[config.mk]
export PLATFORM = sky130hd
export DESIGN_NAME = sq_drain_ctrl
export DESIGN_NICKNAME = d
export VERILOG_FILES = /design/src/rtl/sq_drain_ctrl.sv
export SDC_FILE = /design/constraint.sdc
export NUM_CORES = 1
export LEC_CHECK = 0
export ABC_AREA = 1
export CORE_AREA = 3 3 158 160
export CTS_BUF_LIST = sky130_fd_sc_hd__clkbuf_8 sky130_fd_sc_hd__clkbuf_16
export CTS_CLUSTER_SIZE = 10
export DETAILED_ROUTE_END_ITERATION = 8
export DIE_AREA = 0 0 161 163
export PLACE_DENSITY = 0.83
export SLEW_MARGIN = 25
export SYNTH_ARGS = -nofsm -noshare
export SYNTH_HDL_FRONTEND = slang
export SYNTH_SLANG_ARGS = --single-unit
[constraint.sdc]
create_clock -name clock -period 1.7 [get_ports clock]
set_input_delay 0.34 -clock clock [delete_from_list [all_inputs] [get_ports clock]]
set_output_delay 0.34 -clock clock [all_outputs]
set_load 0.01 [all_outputs]
[src/rtl/sq_drain_ctrl.sv]
// sq_drain_ctrl: drains committed stores from the store-queue head into the dcache
// Ports:
//   clock, reset_n                         clock and asynchronous active-low reset
//   flush                                  synchronous pipeline flush
//   head_valid, head_ready_to_go, head_mmio  status of the store-queue head entry
//   head_store_addr/data/mask/ls_size      head entry payload, sampled on accept
//   head_ptr                               head index, MSB is the wrap bit
//   head_issuing                           one-cycle dequeue pulse to the head entry
//   mmio_stall                             committed MMIO store waiting at head
//   dcache_req_valid/ready, dcache_req_*   dcache write request and payload
//   dcache_resp_valid                      dcache write completion
//   busy                                   drain FSM is not idle
module sq_drain_ctrl #(
  parameter int SQ_SIZE_LOG = 3,
  parameter int DATA_W      = 64
) (
  input  logic                   clock,
  input  logic                   reset_n,
  input  logic                   flush,
  input  logic                   head_valid,
  input  logic                   head_ready_to_go,
  input  logic                   head_mmio,
  input  logic [DATA_W-1:0]      head_store_addr,
  input  logic [DATA_W-1:0]      head_store_data,
  input  logic [DATA_W-1:0]      head_store_mask,
  input  logic [3:0]             head_store_ls_size,
  output logic [SQ_SIZE_LOG:0]   head_ptr,
  output logic                   head_issuing,
  output logic                   mmio_stall,
  output logic                   dcache_req_valid,
  input  logic                   dcache_req_ready,
  output logic [DATA_W-1:0]      dcache_req_addr,
  output logic [DATA_W-1:0]      dcache_req_data,
  output logic [DATA_W-1:0]      dcache_req_mask,
  output logic [3:0]             dcache_req_size,
  input  logic                   dcache_resp_valid,
  output logic                   busy
);
  typedef enum logic [1:0] {IDLE, REQ, RESP, ABORT} state_t;
  state_t state, state_nxt;
  logic head_go, accept, handshake, issue;
  assign head_go          = head_valid & head_ready_to_go;
  assign accept           = (state == IDLE) & head_go & ~head_mmio & ~flush;
  assign dcache_req_valid = (state == REQ);
  assign handshake        = dcache_req_valid & dcache_req_ready;
  assign busy             = (state != IDLE);
  // gated by reset_n so the stall indication is quiet while reset is held
  assign mmio_stall       = reset_n & (state == IDLE) & head_go & head_mmio;
  always_comb begin
    state_nxt = state;
    issue     = 1'b0;
    unique case (state)
      IDLE:  state_nxt = accept ? REQ : IDLE;
      // an accepted handshake commits the dcache to a response, so a flush then must wait in ABORT
      REQ:   state_nxt = handshake ? (flush ? ABORT : RESP) : (flush ? IDLE : REQ);
      RESP: begin
        state_nxt = dcache_resp_valid ? IDLE : (flush ? ABORT : RESP);
        issue     = dcache_resp_valid & ~flush;
      end
      ABORT: state_nxt = dcache_resp_valid ? IDLE : ABORT;
      default: state_nxt = IDLE;
    endcase
  end
  always_ff @(posedge clock or negedge reset_n) begin
    if (!reset_n) begin
      state           <= IDLE;
      head_ptr        <= '0;
      head_issuing    <= 1'b0;
      dcache_req_addr <= '0;
      dcache_req_data <= '0;
      dcache_req_mask <= '0;
      dcache_req_size <= '0;
    end else begin
      state        <= state_nxt;
      head_issuing <= issue;
      // natural overflow of the extra MSB provides the wrap toggle
      head_ptr     <= flush ? '0 : head_ptr + {{SQ_SIZE_LOG{1'b0}}, issue};
      if (accept) begin
        dcache_req_addr <= head_store_addr;
        dcache_req_data <= head_store_data;
        dcache_req_mask <= head_store_mask;
        dcache_req_size <= head_store_ls_size;
      end
    end
  end
endmodule
# Yosys cells after proc, flatten, opt, wreduce, memory -nomap -nowiden
# Cells that the tools add are included.
[word_totals]
regBits = 203
in_bits = 204
output_inout_bits = 204
word_cells = 33
[classes]
n_addsub = 1
n_eq_ne = 3
n_mux = 9
bitwise_logic = 11
reduce_logical = 2
[ops]
columns = ["operator", "n"]
rows = [
  ["AND 1 bit", 9],
  ["one-hot mux 2 bit (4 select lines)", 1],
  ["2-to-1 mux 2 bit", 3],
  ["adder 4 x 1 -> 4 bit", 1],
  ["== test 2 bit (second input constant)", 2],
  ["2-to-1 mux 1 bit", 4],
  ["2-to-1 mux 4 bit", 1],
  ["== test 2 x 1 -> 1 bit (second input constant)", 1],
  ["logical NOT 2 bit", 1],
  ["NOT 1 bit", 2],
  ["nonzero test 2 bit", 1],
]

# Logic depth before layout (Yosys ltp)
[depth]
word_depth = 6
depth_mapped = 7

# Worst setup path before layout
# OpenSTA, ideal clock, no wires.
[synth_path]
path_kind = "register to register"
start = "reg state[1]"
end = "reg head_ptr[1]"
setup_time_ns = 0.113
arrival_ns = 1.144
slack_ns = 0.442
stages_incl_launch_ff = 7
cell_sequence = "dfrtp_1 inv_1 nor3_1 ha_1 ha_1 inv_1 nor2_1"
[synth_between]
elab_chain_cells = 4
[synth_lines]
columns = ["element", "line_no", "rtl"]
rows = [
  ["from (decl)", "40", "state_t state, state_nxt;"],
  ["from (signal assigned)", "74", "state <= state_nxt;"],
  ["== test 2 bit", "52", "unique case (state)"],
  ["2-to-1 mux 1 bit", "52", ""],
  ["named net issue", "41", "logic head_go, accept, handshake, issue;"],
  ["adder 4 x 1 -> 4 bit", "77", "head_ptr <= flush ? '0 : head_ptr + {{SQ_SIZE_LOG{1'b0}}, issue};"],
  ["2-to-1 mux 4 bit", "77", ""],
  ["to (signal assigned)", "77", ""],
  ["to (decl)", "27", "output logic [SQ_SIZE_LOG:0] head_ptr,"],
]
# The timed path passes the listed nets, and every way through them passes these cells.
# A chain may end at the register's enable or synchronous reset.

# Worst setup path in the final report
[layout_path]
start = "reg state[0]"
end = "out mmio_stall"
[layout_between]
elab_chain_cells = 4
[layout_lines]
columns = ["element", "line_no", "rtl"]
rows = [
  ["logical NOT 2 bit", "48", "assign mmio_stall = reset_n & (state == IDLE) & head_go & head_mmio;"],
  ["AND 1 bit (3 in a row)", "48", ""],
  ["to (decl)", "29", "output logic mmio_stall,"],
]
# No other way between the ends.

==> results by group <==
Cells and area
  • Final Core Density: 58.11%
  • Sequential Area: 0.005080 mm²
  • Layout cells sized above 1: 18.14%
  • Area Overhead vs Synth: 55.53%
  • Multi-input gate area in the final layout: 0.002504 mm²
  • Fill count: 2010
  • # diodes: 0
  • Nets@finish: 1500

Logic synthesis
  • Syn Nets: 1075
  • YS warnings: 0
  • XOR/XNOR share of the synthesized area: 0.09957%
  • Post-synth cell types: 17
  • Adder-Cell Fraction of Synth Area: 0.2845%
  • Mux share of post-synthesis cell area: 0%
  • Mean Syn Cell Area: 10.12 µm²
  • Yosys top cell area share: 57.75%
  • Simple-Gate Fraction of Synth Area: 9.573%
  • Syn Inst Count: roughly 870
  • Ranking of synthesized cells by area: dfrtp_1 (58%), o21ai_2 (16%), nand2_1 (8.7%)
  • Post-synthesis compound-gate area fraction: 18.24%
  • Seq cells post-synth: 203
  • Area leader, netlist: dfrtp_1
  • Post-Syn Area: 0.008796 mm²
  • Largest family of logic cells by synthesized area: compound AO/OA/AOI/OAI gates
  • Post-synth top flop: dfrtp_1
  • Post-synth ARST share: 100.0%
  • Seq/Total Area, Yosys: 57.75%
  • Post-synth EDFFs: 0

CTS
  • Clk root buf: clkbuf_16
  • Clk_lat worst skew: 520 ps
  • Clk slew on worst S/H paths: 60 ps
  • Clk sinks: 203
  • CTS tree: built
  • CTS buffer count: 25
  • CTS Buffer Depth: 3
  • H-tree levels: 1

Global route
  • First-pass GRT wire length: 39760 µm
  • Largest net degree at the start of global routing: about 110
  • GRT Total Usage: 18.97%
  • Vias in the first global route: 7561
  • Grt total ovfl: 0
  • Initial antenna violation count: 0

Detailed routing
  • Overall routed net length: 25540 µm
  • Vias/cell: 4.387
  • Number of DRC markers in iteration 0: 392
  • TritonRoute pass-1 iters: 4
  • Routed Antenna Nets: 0
  • Detailed-route via count: around 7100
  • # DRC: 0
  • Routed length per instance: 15.77 µm

Status
  • Failing checks: setup timing
  • Status: finished, violations left

Timing
  • Final Hold Viols: 0
  • Fin crit share: 104.7%
  • Final setup viols: 1
  • Worst Hold Slack: ~60 ps
  • Final worst setup slack: -80.44 ps
  • Unrepaired setup endpoints after global routing: true
  • Max-Slew Margin vs Limit: 57.35%
  • Clock period minus worst slack: 1780 ps
  • Fmax: 0.5617 GHz
  • Slew Viols, Final: 0
  • Final clock skew: 15.04 ps
  • Slew @ Worst Pin: 639.8 ps
  • TNS Setup: -80.44 ps

Worst setup path
  • CP required: 1360 ps
  • CP Class: flop to primary output
  • Critical path startpoint category: flop
  • Worst Setup End Kind: primary output
  • CP Max Fanout: 2
  • Crit path DAT: 1440 ps

Place
  • Post-DP HPWL: 19240 µm
  • IO buf count: 407
  • Placer Congestion: 0.7659
  • Pre-CTS WS: -554.5 ps

Die
  • Die Span X: around 160 µm
  • Die H: 163 µm
  • Die area: ~0.026 mm²
  • Std-Cell Core Area: ~0.024 mm²
  • IO Pins: 408
  • Row cnt: 56
  • Initial Utilization: 37.36%

Pwr
  • Switch share: roughly a third
  • Static leakage: ~7.4 nW
  • Power Density: 1546 mW/mm²
  • Final Total Pwr: 21.15 mW
  • Clock network fraction of total power: a little over a fifth
  • Sequential power share: between 30% and 40%
  • Max VDD drop: 0.9665 mV
  • Combinational power share: about two fifths
  • Internal power: 13.82 mW
  • Psw: 7.322 mW

Worst hold path
  • Min-delay worst type: input pin to async pin

Run
  • Max Cap Viol: 0
[cell families (layout without fill, tap and decap cells)]
| group | count (synthesis) | in the layout |
|---|---|---|
| adder cells (fa/ha/maj) | 2 | 2 |
| AND/OR/NAND/NOR | 217 | 217 |
| flip-flops | 203 | 203 |
| XOR/XNOR | 1 | 1 |
| buffers and inverters | 247 | 679 |
| AO/OA/AOI/OAI | 199 | 199 |
[routing by layer]
layer,routed length (µm),vias to the layer above,GRT usage (%)
met5,0,-,0
li1,-,3450,-
met3,2857,53,7.808
met1,8811,3282,19.65
met2,13020,322,34.49
met4,854,0,6.922
[synthesized netlist by cell type, types with 2 or more instances]
library cell / number
nor3_1: 2
buf_6: 41
o21ai_0: 14
ha_1: 2
nor2_2: 2
inv_1: 204
nor2_1: 4
dfrtp_1: 203
o21ai_2: 162
o21ai_1: 22
nand2_1: 205
nand3_1: 3
[sequential cells by signal (all words and copies together) (netlist names)]
signal	flops
dcache_req_addr	64
dcache_req_data	64
head_issuing	1
state	2
dcache_req_size	4
head_ptr	4
dcache_req_mask	64
[worst max-delay path, stage by stage (launching register included)]
cell and delay, ps:
dfrtp_1 400, nor2_4 150, inv_2 70, nor3_4 150, buf_2 160
[path summary, 6_finish.rpt]
path | startpoint | endpoint | slack, ps | depth (start not counted)
worst max-delay path | state[0]$_DFF_PN0_ | mmio_stall | -80 | 4
worst min-delay path | reset_n | dcache_req_addr[16]$_DFFE_PN0P_ | 60 | 3
worst max register to register | state[1]$_DFF_PN0_ | head_ptr[2]$_DFF_PN0_ | 90 | 7
worst min register to register | dcache_req_addr[14]$_DFFE_PN0P_ | dcache_req_addr[14]$_DFFE_PN0P_ | 470 | 2
max in group asynchronous | reset_n | dcache_req_mask[14]$_DFFE_PN0P_ | 1140 | 3
min in group clock | head_store_mask[1] | dcache_req_mask[1]$_DFFE_PN0P_ | 370 | 3
[cell type report]
| cell class | instances | area share, % |
|---|---|---|
| well taps | 319 | 2.918 |
| clock buffers | 28 | 4.875 |
| flip-flops and latches | 203 | 37.13 |
| repair buffers | 441 | 30.94 |
| inverters | 204 | 5.597 |
| clock inverters | 6 | 0.2378 |
| multi-input cells | 419 | 18.30 |
[stage by stage]
step	area [µm²]	cells
finish	13680	1620
global route	13680	1620
CTS	13680	1620
detailed placement	13200	1585
global placement	13200	1585
floorplan	8796	869
[power by group through the flow]
stage                     Clock [mW]  Combinational, mW  Sequential (mW)
after detailed placement           0               9.89             8.27
after floorplan                    0               2.89             9.21
after CTS                       4.77               8.54             8.15
final                           4.63               8.37             8.14
after global placement             0               9.62             8.16
after global routing            4.97               9.09             8.42
[timing repair]
item	in CTS	in global routing
endpoints found under the setup margin	204	3
resized for setup	223	1
buffers inserted	1	1
hold buffers	0	0
pin swaps	2	3
cloned	0	0
[cells in the final DEF, fill, tap and decap left out, drive strengths merged]
cell type      netlist  final
inv                204    210
nand2              205    205
dfrtp              203    203
clkdlybuf4s50        0    202
dlygate4sd2          0    201
o21ai              198    198
buf                 42     37
clkbuf               1     29
nor2                 6      6
nand3                3      3
ha                   2      2
nor3                 2      2
a21oi                1      1
nand3b               1      1
xor2                 1      1
(Power assumes the default switching activity.)
